--- src/rtl/b_router_pkg.sv ---
// Shared types and constants for the AXI B-channel response router.
package b_router_pkg;

    localparam int unsigned DATA_W  = 10;
    localparam int unsigned SID_W   = 8;
    localparam int unsigned MID_W   = 4;
    localparam int unsigned NUM_MST = 2;

    localparam logic [1:0] RESP_OKAY   = 2'b00;
    localparam logic [1:0] RESP_EXOKAY = 2'b01;
    localparam logic [1:0] RESP_SLVERR = 2'b10;
    localparam logic [1:0] RESP_DECERR = 2'b11;

    typedef struct packed {
        logic [3:0] mst;
        logic [3:0] id;
        logic [1:0] resp;
    } b_rec_t;

    typedef enum logic [1:0] {EMPTY, ONE, TWO} buf_state_e;

endpackage

--- src/rtl/b_skid2.sv ---
// Generic 2-entry registered skid buffer; the head record drives the outputs directly from a register.
module b_skid2
    import b_router_pkg::*;
#(
    parameter int unsigned W = $bits(b_rec_t)
) (
    input  logic         clk,
    input  logic         rst_n,
    input  logic         push_valid,
    input  logic [W-1:0] push_data,
    output logic         push_ready,
    output logic         head_valid,
    output logic [W-1:0] head_data,
    input  logic         pop
);

    buf_state_e   state, state_next;
    logic [W-1:0] head_q, head_next;
    logic [W-1:0] tail_q, tail_next;
    logic         ready_q, valid_q;
    logic         push;

    assign push       = push_valid & ready_q;
    assign push_ready = ready_q;
    assign head_valid = valid_q;
    assign head_data  = head_q;

    always_ff @(posedge clk or negedge rst_n) begin
        if (!rst_n) begin
            state   <= EMPTY;
            head_q  <= '0;
            tail_q  <= '0;
            ready_q <= 1'b0;
            valid_q <= 1'b0;
        end else begin
            state   <= state_next;
            head_q  <= head_next;
            tail_q  <= tail_next;
            ready_q <= (state_next != TWO);
            valid_q <= (state_next != EMPTY);
        end
    end

    // Occupancy transitions; pop is ignored while empty, push is impossible while full.
    always_comb begin
        state_next = state;
        head_next  = head_q;
        tail_next  = tail_q;
        case (state)
            EMPTY: begin
                if (push) begin
                    head_next  = push_data;
                    state_next = ONE;
                end
            end
            ONE: begin
                if (push && !pop) begin
                    tail_next  = push_data;
                    state_next = TWO;
                end else if (!push && pop) begin
                    state_next = EMPTY;
                end else if (push && pop) begin
                    head_next  = push_data;
                end
            end
            TWO: begin
                if (pop) begin
                    head_next  = tail_q;
                    state_next = ONE;
                end
            end
            default: state_next = EMPTY;
        endcase
    end

endmodule

--- src/rtl/b_resp_router.sv ---
// Routes buffered B-channel records to one of two masters by bid[7:4], stripping the index.
// Optional error counter enabled by defining B_ROUTER_ERR_CNT_EN.
module b_resp_router
    import b_router_pkg::*;
(
    input  logic              rclk,
    input  logic              rrst_n,
    input  logic              fifo_valid_i,
    input  logic [DATA_W-1:0] fifo_rdata_i,
    output logic              fifo_ready_o,
    output logic              m0_bvalid_o,
    output logic [MID_W-1:0]  m0_bid_o,
    output logic [1:0]        m0_bresp_o,
    input  logic              m0_bready_i,
    output logic              m1_bvalid_o,
    output logic [MID_W-1:0]  m1_bid_o,
    output logic [1:0]        m1_bresp_o,
    input  logic              m1_bready_i,
`ifdef B_ROUTER_ERR_CNT_EN
    input  logic              err_clr_i,
    output logic [15:0]       err_cnt_o,
`endif
    output logic              drop_o
);

    logic                  head_valid;
    logic [DATA_W-1:0]     head_data;
    b_rec_t                rec;
    logic                  pop;
    logic                  sel0, sel1, bad_idx, delivered;

    b_skid2 #(.W(DATA_W)) u_skid (
        .clk        (rclk),
        .rst_n      (rrst_n),
        .push_valid (fifo_valid_i),
        .push_data  (fifo_rdata_i),
        .push_ready (fifo_ready_o),
        .head_valid (head_valid),
        .head_data  (head_data),
        .pop        (pop)
    );

    assign rec     = b_rec_t'(head_data);
    assign sel0    = (rec.mst == 4'(0));
    assign sel1    = (rec.mst == 4'(1));
    assign bad_idx = (rec.mst >= 4'(NUM_MST));

    // Outputs come only from the head register, never from the FIFO side.
    assign m0_bvalid_o = head_valid & sel0;
    assign m1_bvalid_o = head_valid & sel1;
    assign m0_bid_o    = rec.id;
    assign m1_bid_o    = rec.id;
    assign m0_bresp_o  = rec.resp;
    assign m1_bresp_o  = rec.resp;
    assign drop_o      = head_valid & bad_idx;

    assign delivered = (m0_bvalid_o & m0_bready_i) | (m1_bvalid_o & m1_bready_i);
    assign pop       = delivered | drop_o;

`ifdef B_ROUTER_ERR_CNT_EN
    logic err_evt;
    assign err_evt = (delivered & rec.resp[1]) | drop_o;

    // Saturating error counter; clear wins over a same-cycle event.
    always_ff @(posedge rclk or negedge rrst_n) begin
        if (!rrst_n) begin
            err_cnt_o <= 16'h0000;
        end else if (err_clr_i) begin
            err_cnt_o <= 16'h0000;
        end else if (err_evt && (err_cnt_o != 16'hFFFF)) begin
            err_cnt_o <= err_cnt_o + 16'd1;
        end
    end
`endif

endmodule

--- config.mk ---
export PLATFORM = sky130hd
export DESIGN_NAME = b_resp_router
export DESIGN_NICKNAME = d
export VERILOG_FILES = /design/src/rtl/b_router_pkg.sv /design/src/rtl/b_skid2.sv /design/src/rtl/b_resp_router.sv
export SDC_FILE = /design/constraint.sdc
export NUM_CORES = 1
export LEC_CHECK = 0
export ABC_AREA = 1
export CAP_MARGIN = 40
export CORE_UTILIZATION = 43
export CTS_CLUSTER_DIAMETER = 60
export DETAILED_ROUTE_END_ITERATION = 7
export PLACE_DENSITY = 0.73
export SETUP_SLACK_MARGIN = 0.1
export SYNTH_ARGS = -nofsm -noshare
export SYNTH_HDL_FRONTEND = slang
export SYNTH_SLANG_ARGS = --single-unit
--- constraint.sdc ---
create_clock -name rclk -period 1.2 [get_ports rclk]
set_input_delay 0.36 -clock rclk [delete_from_list [all_inputs] [get_ports rclk]]
set_output_delay 0.36 -clock rclk [all_outputs]
set_load 0.005 [all_outputs]
==> summary.json <==
{
  "grt": {
    "pin_count_of_the_biggest_net_entering_global_routing": 25,
    "grt_remaining_overflow": 0,
    "first_global_vias": 1063,
    "first_pass_grt_wire_length_um": 4629,
    "grt_antenna_before_repair": 0,
    "track_usage": 0.1864
  },
  "drt": {
    "routed_via_density": 4.915,
    "postRouteWirelength_um": 2940,
    "initialDrtViolationCount": 41,
    "drt_pre_antenna_iters": 4,
    "via_count": 1155,
    "route.antenna.remaining_nets": 0,
    "wire_length_per_cell_after_detailed_routing_um": 12.51,
    "drc": 0
  },
  "placed_design": {
    "hpwl_um": 1770,
    "gpl.final_weighted_congestion": 0.7606,
    "dp_slack_ps": -403.3,
    "port_buffers": 30,
    "dp.cells": 218
  },
  "setup_path": {
    "setup.reg_to_reg.worst_slack_ps": -310,
    "critPathMaxFanout": 3,
    "cp-endpoint": "m0_bvalid_o",
    "path_delay_family": "flip-flops",
    "critical_path_required_ps": 840,
    "worst_path_largest_cell_delay_ps": 420,
    "critical_path.cell_chain": "nor2_4 > nand2_2 > nor3_2 > buf_2",
    "worstReg2RegStart": "u_skid.head_data[8]",
    "r2r.worst_path.cells": 8,
    "cpMaxStageDelayCell": "dfrtp_1",
    "number_of_cells_on_the_critical_path": 4,
    "cp-startpoint": "u_skid.head_data[8]",
    "timing.setup.critical_path_class": "reg -> out",
    "critPathLaunchType": "register",
    "path_buf_inv": 1,
    "rr_endpoint": "u_skid.head_data[9]",
    "endpoint_kind": "primary output",
    "worstPathArrival_ps": 1170
  },
  "timing": {
    "timing_hold_violations_final": 0,
    "tightest_slew_ps": 388.9,
    "layout_worst_path_cycle_share": 1.275,
    "timing.max_slew.rel_slack": 0.7380,
    "fmax_mhz": 653.5,
    "finalSetupViolCount": 39,
    "finalWorstSetupSlack_ps": -330.1,
    "finalMaxSlewViolations": 0,
    "grt_setup_unrepaired": "true",
    "min_period_ps": 1530,
    "fin_skew_ps": 10.67
  },
  "die": {
    "dieArea_um2": 3105,
    "fp.dieH_um": 55.73,
    "placementRows": 19,
    "design.core.area_um2": 2734,
    "num_io_pins": 31,
    "initial_core_utilization": 0.4540,
    "fp.dieW_um": 55.73
  },
  "clock_network": {
    "cts_sinks": 24,
    "clkLatencyLatePin_ps": 320,
    "cts_buffer_depth": 2,
    "clockRootBuffer": "clkbuf_4",
    "cts_tree": "done",
    "number_of_clock_buffers_inserted_by_tritoncts": 3,
    "cts-htree-levels": 1,
    "worst_setup_hold_path_clk_slew_ps": 140
  },
  "synth": {
    "post_synth_instance_area_um2": 1241,
    "synth.yosys.seq_area_share": 0.4839,
    "ys_async_sr_fraction": 1.000,
    "synth_most_common_cell": "nand2_1",
    "synth_edf_count": 0,
    "synthTopCellsByCount": "37 x nand2_1, 24 x dfrtp_1, 18 x inv_1",
    "mappedNetlistNets": 171,
    "synth_cell_types": 19,
    "syn_inst": 156,
    "yosysWarnings": 0,
    "post_synth.cell_area_avg_um2": 7.956,
    "netlist_top_cells_area": "dfrtp_1 48%, nand2_1 11%, buf_4 7.9%, inv_1 5.4%, nand3_1 5.2%",
    "yosys.area.top_type": "dfrtp_1",
    "netlist.area_leader.share": 0.4839,
    "post_synthesis_register_bit_count": 24,
    "postSynth.topFlopCell": "dfrtp_1"
  },
  "power_and_ir_drop": {
    "static-leakage-power_uw": 0.0009872,
    "vdd.ir_drop.worst_uv": 1852,
    "p_per_area_nw_per_um2": 2805
  },
  "finish": {
    "n_antenna_cell": 0,
    "final_layout_size_suffix_gt1_frac": 0.3971,
    "nNetsFinal": 220,
    "area_growth_syn_to_layout_pct": 52.22,
    "instances_no_fill": 235
  },
  "status": {
    "violations": "setup timing",
    "run_status": "finished with violations"
  },
  "job": {
    "cap_violations": 0
  },
  "min_path": {
    "worstHoldPathType": "in -> async"
  }
}
final cells by class:
type                       instances  area, um2
sequential                        24      600.6
clock inverter                     1      30.03
clock buffer                       3      22.52
fill                             209      844.6
multi-input combinational         95      559.3
tap                               31      38.79
timing repair buffer              63      570.5
inverter                          18      67.56
cell usage in the layout (no fill, tap or decap), drive strengths merged:
| cell | count |
|---|---|
| bufinv | 1 |
| nor2 | 15 |
| nand2 | 39 |
| dfrtp | 24 |
| a21oi | 12 |
| clkbuf | 3 |
| nor3 | 1 |
| o21ai | 12 |
| nand3 | 14 |
| inv | 18 |
| buf | 49 |
| nand4 | 2 |
| clkdlybuf4s50 | 14 |
how the worst min path moves through the flow:
stage	from	to	slack, ps	cells past startpoint
CTS	rrst_n	u_skid.head_data[1]	370	2
floorplan	rrst_n	u_skid.head_data[0]	60	0
global route	rrst_n	u_skid.head_data[1]	350	2
finish	rrst_n	u_skid.head_data[2]	360	2
detailed placement	u_skid.tail_q[6]	u_skid.tail_q[6]	480	2
global placement	u_skid.tail_q[9]	u_skid.tail_q[9]	470	2
through the flow:
stage          power [uW]    util  cell area, um2  hold WS (ps)  setup TNS, ps
6_report             5300  0.6911            1889         363.3          -8160
5_1_grt              5683  0.6911            1889         353.8         -10860
4_1_cts              4978  0.6613            1808         368.5          -8077
3_5_place_dp         3912  0.6005            1642         479.0          -9630
3_3_place_gp         3814  0.6005            1642         472.3          -9166
2_1_floorplan        3032       -            1252         64.41         -281.0
kinds of logic after synthesis:
kind of cell	synth area share
DFF	0.4839
buffers and inverters	0.1603
and+or+nand+nor	0.2500
AOI/OAI and AO/OA	0.1058
registers in the layout, indices dropped and copies added, names as in the netlist:
signal             count
u_skid.head_data      10
u_skid.head_valid      1
u_skid.push_ready      1
u_skid.state           2
u_skid.tail_q         10
power by group:
| group | total (uW) | switching [uW] | internal (uW) |
|---|---|---|---|
| Combinational | 3260 | 1620 | 1640 |
| Sequential | 1460 | 252 | 1210 |
| Clock | 580 | 243 | 338 |
| Total | 5300 | 2110 | 3190 |
what timing repair did:
| item | CTS | global route |
|---|---|---|
| setup endpoints to repair | 40 | 40 |
| hold buffers | 0 | 0 |
| gates cloned | 1 | 0 |
| setup buffers | 9 | 4 |
| gates resized for setup | 87 | 15 |
| pin swaps | 4 | 14 |
metal layers:
metal / vias to the layer above / share of wire / global-route usage
met5: - / 0 / 0
met1: 541 / 0.43 / 0.2385
met4: 0 / 0.016 / 0.07143
met2: 36 / 0.51 / 0.3167
met3: 6 / 0.046 / 0.03023
li1: 572 / - / -
Note: power is estimated with default switching activity, not from simulation.
